--- src/rtl/counter_modulo.sv ---
// Programmable-modulus up/down counter: free-run, one-shot, ping-pong.
// Optional tick prescaler enabled by COUNTER_MODULO_PRESCALER_EN.
module counter_modulo #(
  parameter int unsigned WORD_WIDTH     = 8,
  parameter int unsigned PRESCALE_WIDTH = 4
) (
  input  logic                      clk_i,
  input  logic                      rst_ni,
  input  logic                      enable_i,
  input  logic                      load_i,
  input  logic [WORD_WIDTH-1:0]     load_value_i,
  input  logic [WORD_WIDTH-1:0]     modulus_i,
  input  logic                      dir_i,
  input  logic [1:0]                mode_i,
`ifdef COUNTER_MODULO_PRESCALER_EN
  input  logic [PRESCALE_WIDTH-1:0] prescale_i,
`endif
  output logic [WORD_WIDTH-1:0]     count_o,
  output logic                      tc_o,
  output logic                      done_o,
  output logic                      dir_o
);

  localparam logic [WORD_WIDTH-1:0] One = WORD_WIDTH'(1);

  logic [WORD_WIDTH-1:0] count_q, count_d;
  logic                  tc_q, tc_d;
  logic                  done_q, done_d;
  logic                  dir_q, dir_d;

  logic active;
  logic ptick;
  logic tick;
  logic pingpong;
  logic oneshot;
  logic d;
  logic term;

  assign active = enable_i & ~done_q;
  assign tick   = active & ptick;

`ifdef COUNTER_MODULO_PRESCALER_EN
  localparam logic [PRESCALE_WIDTH-1:0] POne =
    PRESCALE_WIDTH'(1);

  logic [PRESCALE_WIDTH-1:0] presc_q, presc_d;

  assign ptick = (presc_q == prescale_i);

  always_comb begin
    presc_d = presc_q;
    if (load_i) begin
      presc_d = '0;
    end else if (active) begin
      presc_d = ptick ? '0 : presc_q + POne;
    end
  end

  always_ff @(posedge clk_i or negedge rst_ni) begin
    if (!rst_ni) begin
      presc_q <= '0;
    end else begin
      presc_q <= presc_d;
    end
  end
`else
  logic [PRESCALE_WIDTH-1:0] unused_prescale;

  assign unused_prescale = '0;
  assign ptick           = 1'b1;
`endif

  assign pingpong = (mode_i == 2'b10);
  assign oneshot  = (mode_i == 2'b01);

  // Ping-pong keeps its own direction; other modes follow dir_i.
  assign d    = pingpong ? dir_q : dir_i;
  assign term = d ? (count_q == '0) : (count_q >= modulus_i);

  always_comb begin
    count_d = count_q;
    tc_d    = 1'b0;
    done_d  = done_q;
    dir_d   = dir_q;
    if (load_i) begin
      count_d = (load_value_i > modulus_i) ? modulus_i
                                           : load_value_i;
      done_d  = 1'b0;
      dir_d   = dir_i;
    end else if (tick) begin
      dir_d = d;
      if (!term) begin
        count_d = d ? count_q - One : count_q + One;
      end else begin
        tc_d = 1'b1;
        unique case (1'b1)
          pingpong: begin
            dir_d = ~d;
            // Bounce off the limit; a zero modulus pins count at 0.
            if (d) begin
              count_d = (modulus_i == '0) ? '0 : One;
            end else begin
              count_d = (count_q == '0) ? '0 : count_q - One;
            end
          end
          oneshot: begin
            done_d = 1'b1;
          end
          default: begin
            count_d = d ? modulus_i : '0;
          end
        endcase
      end
    end
  end

  always_ff @(posedge clk_i or negedge rst_ni) begin
    if (!rst_ni) begin
      count_q <= '0;
      tc_q    <= 1'b0;
      done_q  <= 1'b0;
      dir_q   <= 1'b0;
    end else begin
      count_q <= count_d;
      tc_q    <= tc_d;
      done_q  <= done_d;
      dir_q   <= dir_d;
    end
  end

  assign count_o = count_q;
  assign tc_o    = tc_q;
  assign done_o  = done_q;
  assign dir_o   = dir_q;

endmodule

--- config.mk ---
export PLATFORM = sky130hd
export DESIGN_NAME = counter_modulo
export DESIGN_NICKNAME = d
export VERILOG_FILES = /design/src/rtl/counter_modulo.sv
export SDC_FILE = /design/constraint.sdc
export NUM_CORES = 1
export LEC_CHECK = 0
export CORE_ASPECT_RATIO = 1.25
export CORE_UTILIZATION = 57
export CTS_CLUSTER_DIAMETER = 150
export DETAILED_ROUTE_END_ITERATION = 8
export PLACE_DENSITY = 0.93
export SLEW_MARGIN = 20
export SYNTH_ARGS = -nofsm -noshare
export SYNTH_HDL_FRONTEND = slang
export SYNTH_SLANG_ARGS = --single-unit
--- constraint.sdc ---
create_clock -name clk_i -period 4.2 [get_ports clk_i]
set_clock_uncertainty 0.2 [all_clocks]
set_input_delay 0.84 -clock clk_i [delete_from_list [all_inputs] [get_ports clk_i]]
set_output_delay 0.84 -clock clk_i [all_outputs]
set_load 0.02 [all_outputs]
After elaboration in Yosys (flattened, before gate mapping)
Cells that the tools add are included.
- reduce and logical (&&, ||, !) cells: 7
- $lt $le $gt $ge: 2
- bitwise logic cells: 3
- add/subtract/negate cells: 2
- muxes and demuxes: 23
- equality and inequality tests: 3
- operators with widths (operator ; count):
    2-to-1 mux 8 bit ; 8
    zero test 8 bit ; 2
    case mux 8 bit (2 select lines) ; 1
    2-to-1 mux 1 bit ; 14
    adder 8 x 1 -> 8 bit, second input constant ; 1
    >= comparator 8 bit ; 1
    > comparator 8 bit ; 1
    subtractor 8 x 1 -> 8 bit, second input constant ; 1
    nonzero test 2 bit ; 3
    != test 3 bit, second input constant ; 1
    AND reduction 3 bit ; 1
    equality test 2 x 1 -> 1 bit, second input constant ; 1
    equality test 2 bit, second input constant ; 1
    NOT 1 bit ; 2
    AND reduction 2 bit ; 1
    AND 1 bit ; 1
- word-level logic and storage cells: 44
- output and inout port bits: 11
- input port bits: 23
- bits in registers: 11

Logic depth before layout (Yosys ltp)
Gate-level depths: netlist of the first run.
- depth after elaboration: 7
- depth in mapped cells: 9
- depth with buffers taken out: 8

Worst setup path before layout of the first run
Ideal clock, no wire load.
- path type: in2reg
- start: input modulus_i[2]
- end: register count_q[6] (netlist: count_o[6])
- arrival time: 2804 ps
- setup time: 139 ps
- setup slack: 1058 ps
- stages: 8
- path through: inv_1 ha_1 a211oi_1 o21ai_0 a211oi_4 o41ai_4 and2_1 or4_1
- longest elaborated chain between the ends: 5
- ends and longest elaborated chain (what ; line ; RTL):
    from (decl) ; 12 ; input logic [WORD_WIDTH-1:0] modulus_i,
    >= comparator 8 bit ; 78 ; assign term = d ? (count_q == '0) : (count_q >= modulus_i);
    2-to-1 mux 1 bit ; 78 ;
    2-to-1 mux 8 bit ; 92 ; if (!term) begin
    2-to-1 mux 8 bit ; 90 ; end else if (tick) begin
    2-to-1 mux 8 bit ; 85 ; if (load_i) begin
    to (signal assigned) ; 124 ; count_q <= count_d;
    to (decl) ; 26 ; logic [WORD_WIDTH-1:0] count_q, count_d;
Parallel ways exist; a longest one is shown, timed or not. The select of a mux whose other input is x is not followed.
A chain may end at the register's enable or synchronous reset.

Final worst setup path of the first run
Same ends and word-level chain as after synthesis.

==> results.sh, run 1 <==
export IMPL_cp_max_fo=8
export IMPL_peakVddDrop_mv=0.289
export IMPL_cts_clk_slew_worst_paths_ns=0.07
export IMPL_worstMarginPinSlew_ns=0.566
export IMPL_routed_wl_um=4930
export IMPL_synth_top_flop_cell="dfrtp_1"
export IMPL_rsz0062_at_grt="no"
export IMPL_die_width_um=51.1
export IMPL_dr_total_vias=1721
export IMPL_final_setup_viol_count=0
export IMPL_dp_hpwl_um=3910
export IMPL_boundaryPins=34
export IMPL_cts_made_buffers=3
export IMPL_synth_seq_cells=11
export IMPL_cts_setup_buffers=0
export IMPL_worstSetupEndpointType="flop"
export IMPL_wl_per_cell_um=18.4
export IMPL_drtAntennaViolNets=0
export IMPL_final_nets=277
export IMPL_synth_warning_count=0
export IMPL_max_slew_margin=0.619
export IMPL_crit_type="input port to flop"
export IMPL_dp_cells=264
export IMPL_drv_cap=0
export IMPL_post_cts_resized=0
export IMPL_synthArstFlopShare=1.00
export IMPL_dieArea_mm2=0.00323
export IMPL_cp_cell_sequence="clkdlybuf4s50_1 > inv_1 > ha_1 > a211oi_1 > o21ai_0 > a211oi_4 > o41ai_4 > and2_1 > or4_1"
export IMPL_avgSynthCellArea_um2=8.41
export IMPL_fmax_mhz=278
export IMPL_synth_edf_count=0
export IMPL_status="finished, final reports clean"
export IMPL_grt_pass1_wl_um=7870
export IMPL_slowest_stage="clkdlybuf4s50_1"
export IMPL_diodes=0
export IMPL_io_buffers=33
export IMPL_slowest_delay_ns=0.54
export IMPL_viasPerCell=6.42
export IMPL_core_area_mm2=0.00276
export IMPL_fin_crit_sh=0.855
export IMPL_syn_num_nets=246
export IMPL_synth_cell_type_count=55
export IMPL_period_minus_slack_ns=3.59
export IMPL_required_ns=4.15
export IMPL_syn_instance_count=204
export IMPL_cts_hold_buf=0
export IMPL_grt_max_degree=19
export IMPL_dieHeight_um=63.3
export IMPL_cp_start_kind="input port"
export IMPL_n_fill_cell=218
export IMPL_p_per_area_mw_per_mm2=294
export IMPL_fin_total_pwr_w=0.000606
export IMPL_htree_levels=1
export IMPL_clockBufferDepth=2
export IMPL_hold_violations=0
export IMPL_clk_insertion_delay_late_ns=0.27
export IMPL_cp_data_arrival_time_ns=3.54
export IMPL_min_path_type="flop to flop"
export IMPL_drive_gt1_frac=0.0855
export IMPL_globalRouteTotalUtil=0.324
export IMPL_fin_cells=268
export IMPL_initialDrtViolationCount=133
export IMPL_grt_pass1_vias=1650
export IMPL_rows=21
export IMPL_drc=0
export IMPL_synth_seq_area_share=0.160
export IMPL_cts_sinks=11
export IMPL_area_growth_pct=20.1
export IMPL_initial_core_util=0.622
export IMPL_cts_tree="yes"
export IMPL_leakage_nw=0.926
export IMPL_gp_congestion=0.959
export IMPL_detail_route_first_pass_iterations=5
export IMPL_synth_area_mm2=0.00172
export IMPL_globalRouteOverflowTotal=0
export IMPL_grt_antenna_before_repair=0
export IMPL_finalSetupTns_ns=0
export IMPL_root_buffer="clkbuf_4"
export IMPL_slew_viol_final=0
## layout by cell type (no fill, tap or decap), types with 4 or more instances in the layout
cell	n
a21oi_1	7
clkdlybuf4s50_1	33
dfrtp_1	11
ha_1	19
inv_1	14
mux2_2	4
mux2i_1	15
nand2_1	19
nand2b_1	4
nand3_1	5
nand4_1	5
nor2_1	15
nor2b_1	4
nor3_1	5
o21ai_0	7
o22ai_1	4
xnor2_1	4
xor2_1	5
## power breakdown
group	total (W)	switching [W]	internal, W
registers	0.000173	0.0000502	0.000123
logic	0.000361	0.000193	0.000168
clock network	0.0000730	0.0000361	0.0000368
## metal layers
metal | up-vias | global-route usage | share of wire
met1 | 825 | 0.414 | 0.41
met4 | 0 | 0.101 | 0.022
met2 | 76 | 0.535 | 0.49
met3 | 10 | 0.0676 | 0.083
li1 | 810 | - | -
met5 | - | 0 | 0
## flip-flops by register name, summed over array words and instances, names as in the netlist
name	flops
count_o	8
done_o	1
tc_o	1
dir_o	1
## synthesized netlist by cell type (2+ instances only)
master,n,area share
or3_1,2,0.0073
and2_1,2,0.0073
or4_1,2,0.0088
or4_4,2,0.013
inv_1,14,0.031
a31oi_1,3,0.011
mux2_2,4,0.026
xnor2_1,4,0.020
ha_1,19,0.14
o211ai_1,2,0.0088
nand2b_1,4,0.015
and3_1,3,0.011
nor2b_1,4,0.015
nor4_1,2,0.0073
nand4_1,5,0.018
mux2i_1,15,0.088
a21oi_1,7,0.020
xor2_1,5,0.026
nor2_1,15,0.033
nand2_1,19,0.042
a221o_1,3,0.018
nor3_1,5,0.015
o22ai_1,4,0.015
buf_6,3,0.020
a211oi_1,3,0.013
o21ai_0,7,0.020
buf_4,4,0.018
dfrtp_1,11,0.16
nand3_1,5,0.015
## kinds of logic after synthesis
logic type / Yosys count / synth area share
and+or+nand+nor: 78 / 0.258
AOI/OAI and AO/OA: 43 / 0.195
buffers and inverters: 24 / 0.0751
muxes: 20 / 0.127
adders and majority gates: 19 / 0.139
DFF: 11 / 0.160
xor gates and xnor gates: 9 / 0.0459
## critical path: cells and delay by family
family,cells,cell delay [ns]
buffers and inverters,2,0.62
AO/OA/AOI/OAI,4,1.09
AND/OR/NAND/NOR,2,0.68
adder cells (fa/ha/maj),1,0.31
## final cells by class
type / count / area [um2] / share of cell area
inverter: 14 / 52.6 / 0.0255
timing repair buffer: 36 / 353 / 0.171
sequential: 11 / 275 / 0.134
clock buffer: 4 / 26.3 / 0.0128
tap: 34 / 42.5 / 0.0206
multi-input combinational: 169 / 1310 / 0.636
## path summary, 6_finish.rpt
path                         endpoint  depth (start not counted)  slack, ns          from
max                        count_o[6]                          9       0.61  modulus_i[2]
min                            done_o                          2       0.38        done_o
max reg2reg                count_o[6]                          8       1.21    count_o[0]
min reg2reg                    done_o                          2       0.38        done_o
max in group asynchronous  count_o[5]                          1       2.75        rst_ni
min in group asynchronous  count_o[7]                          1       0.70        rst_ni
## through the flow
step	area, um2	util	setup WS [ns]	hold WS [ns]
2_1_floorplan	1720	-	1.06	0.344
3_3_place_gp	2030	0.737	0.373	0.325
3_5_place_dp	2030	0.737	0.313	0.360
4_1_cts	2060	0.747	0.612	0.384
5_1_grt	2060	0.747	0.381	0.424
6_report	2060	0.747	0.608	0.384
Power figures use the tool's default switching activity.
==> run 2, diff against run 1 <==
HOLD_SLACK_MARGIN = 0.08   (was unset)
==> results of run 2 <==
Final layout, timing and power as in run 1 (identical DEF).
==> run 3, diff against run 2 <==
CELL_PAD_IN_SITES_DETAIL_PLACEMENT = 2   (was unset)
CELL_PAD_IN_SITES_GLOBAL_PLACEMENT = 2   (was unset)
CORE_UTILIZATION = 34   (was 57)
CTS_BUF_LIST = sky130_fd_sc_hd__clkbuf_4 sky130_fd_sc_hd__clkbuf_8   (was unset)
GPL_ROUTABILITY_DRIVEN = 0   (was unset)
PLACE_DENSITY = 0.94   (was 0.93)
==> run 3 against run 2 <==
  * Flip-flop and latch count unchanged
  * Cell area grew 3.0%
  * Global-route usage decreased by 5.0 points
  * Wire length rose by 37%
  * Sequential power hardly changed
  * Total power rose by 11%
  * Combinational power increased by 5.8%
  * Setup slack got worse by 0.17 ns
  * Register-to-register slack lost 0.18 ns
  * Worst hold slack got worse by 0.0024 ns
  * Critical endpoint unchanged
  * Largest cell class unchanged
==> results.sh, run 3 (synthesis gave the netlist of run 1 again) <==
export IMPL_cp_data_arrival_time_ns=3.68
export IMPL_slew_viol_final=0
export IMPL_rsz0062_at_grt="no"
export IMPL_grt_pass1_wl_um=10600
export IMPL_min_path_type="flop to flop"
export IMPL_final_setup_viol_count=0
export IMPL_clk_insertion_delay_late_ns=0.24
export IMPL_dr_total_vias=1778
export IMPL_cts_clk_slew_worst_paths_ns=0.05
export IMPL_required_ns=4.11
export IMPL_die_width_um=65.5
export IMPL_r2r_setup_slack_ns=1.03
export IMPL_period_minus_slack_ns=3.76
export IMPL_finalSetupTns_ns=0
export IMPL_wl_per_cell_um=22.9
export IMPL_worstSetupEndpointType="flop"
export IMPL_worstMarginPinSlew_ns=0.705
export IMPL_htree_levels=1
export IMPL_dieArea_mm2=0.00534
export IMPL_reg2reg_depth=8
export IMPL_routed_wl_um=6750
export IMPL_drive_gt1_frac=0.0936
export IMPL_status="finished, final reports clean"
export IMPL_area_growth_pct=23.8
export IMPL_slowest_stage="clkdlybuf4s50_1"
export IMPL_final_nets=278
export IMPL_n_fill_cell=526
export IMPL_fmax_mhz=266
export IMPL_cts_tree="yes"
export IMPL_diodes=0
export IMPL_hold_start="done_o"
export IMPL_drc=0
export IMPL_reg2reg_from="count_o[0]"
export IMPL_globalRouteTotalUtil=0.274
export IMPL_grt_pass1_vias=1957
export IMPL_cts_sinks=11
export IMPL_detail_route_first_pass_iterations=4
export IMPL_root_buffer="clkbuf_8"
export IMPL_dp_hpwl_um=5690
export IMPL_min_to="done_o"
export IMPL_cts_made_buffers=3
export IMPL_core_area_mm2=0.00480
export IMPL_cts_setup_buffers=0
export IMPL_cp_max_fo=8
export IMPL_peakVddDrop_mv=0.0925
export IMPL_dieHeight_um=81.4
export IMPL_crit_type="input port to flop"
export IMPL_max_slew_margin=0.526
export IMPL_dp_cells=291
export IMPL_final_common_cell="clkdlybuf4s50_1"
export IMPL_initial_core_util=0.357
export IMPL_path_buf_inv=2
export IMPL_viasPerCell=6.03
export IMPL_fin_cells=295
export IMPL_drv_cap=0
export IMPL_grt_max_degree=19
export IMPL_hold_violations=0
export IMPL_rows=28
export IMPL_io_buffers=33
export IMPL_boundaryPins=34
export IMPL_crit_family="compound AO/OA/AOI/OAI gates"
export IMPL_holdPathStages=2
export IMPL_globalRouteOverflowTotal=0
export IMPL_fin_crit_sh=0.896
export IMPL_cp_cell_sequence="clkdlybuf4s50_1 > inv_1 > ha_1 > a211oi_1 > o21ai_0 > a211oi_4 > o41ai_4 > and2_1 > or4_1"
export IMPL_initialDrtViolationCount=31
export IMPL_reg2reg_to="count_o[6]"
export IMPL_largest_reg_flops=8
export IMPL_final_cell_mix="33 x clkdlybuf4s50_1, 19 x nand2_1, 19 x ha_1"
export IMPL_post_cts_resized=0
export IMPL_clockBufferDepth=2
export IMPL_p_per_area_mw_per_mm2=318
export IMPL_cp_start_kind="input port"
export IMPL_drtAntennaViolNets=0
export IMPL_grt_antenna_before_repair=0
export IMPL_leakage_nw=0.942
export IMPL_slowest_delay_ns=0.54
export IMPL_cts_hold_buf=0
==> run 3: cell types whose count changed in the layout (fill, tap and decap cells not counted) <==
cell / delta
clkbuf_4: -2
buf_4: +1
clkbuf_8: +3
clkbuf_1: -1
==> run 3: layout make-up <==
class	instances	area [um2]	area share
multi-input cells	169	1310	0.618
repair buffers	37	360	0.170
flip-flops and latches	11	275	0.130
well taps	60	75.1	0.0354
inverters	14	52.6	0.0247
clock buffers	4	48.8	0.0230
==> run 3: worst reg2reg max path, cell delays in order, from the launching register on <==
cell and delay, ns:
dfrtp_1 0.52, inv_1 0.20, ha_1 0.26, or3b_1 0.43, or3_1 0.39, mux2i_1 0.30, o22ai_1 0.12, and3_1 0.17
or4_1 0.45
==> run 3: layer usage <==
| layer | global-route usage | vias up | share of wire |
|---|---|---|---|
| li1 | - | 812 | - |
| met4 | 0.159 | 0 | 0.047 |
| met5 | 0 | - | 0 |
| met2 | 0.510 | 55 | 0.53 |
| met1 | 0.298 | 886 | 0.39 |
| met3 | 0.0264 | 25 | 0.028 |
==> run 3: how the worst max path moves through the flow <==
| stage | cells past startpoint | startpoint | slack [ns] | to |
|---|---|---|---|---|
| 2_1_floorplan | 8 | modulus_i[2] | 1.06 | count_o[6] |
| 3_3_place_gp | 9 | modulus_i[2] | 0.35 | count_o[6] |
| 3_5_place_dp | 9 | modulus_i[2] | 0.18 | count_o[6] |
| 4_1_cts | 9 | modulus_i[2] | 0.43 | count_o[6] |
| 5_1_grt | 9 | modulus_i[2] | 0.26 | count_o[6] |
| 6_report | 9 | modulus_i[2] | 0.44 | count_o[6] |
==> run 3: per-stage QoR <==
step / hold slack, ns / cell area (um2) / setup slack, ns / total power [W] / util
global placement: 0.345 / 2070 / 0.351 / 0.000530 / 0.432
global route: 0.411 / 2120 / 0.256 / 0.000713 / 0.442
detailed placement: 0.372 / 2070 / 0.176 / 0.000556 / 0.432
floorplan: 0.344 / 1720 / 1.06 / 0.000412 / -
finish: 0.382 / 2120 / 0.436 / 0.000675 / 0.442
CTS: 0.384 / 2120 / 0.434 / 0.000673 / 0.442
==> run 3: power breakdown <==
group | switching, W | leakage (nW) | internal, W | total (W)
logic | 0.000212 | 0.779 | 0.000170 | 0.000382
registers | 0.0000531 | 0.137 | 0.000123 | 0.000176
clock network | 0.0000433 | 0.0262 | 0.0000734 | 0.000117
total | 0.000309 | 0.942 | 0.000366 | 0.000675
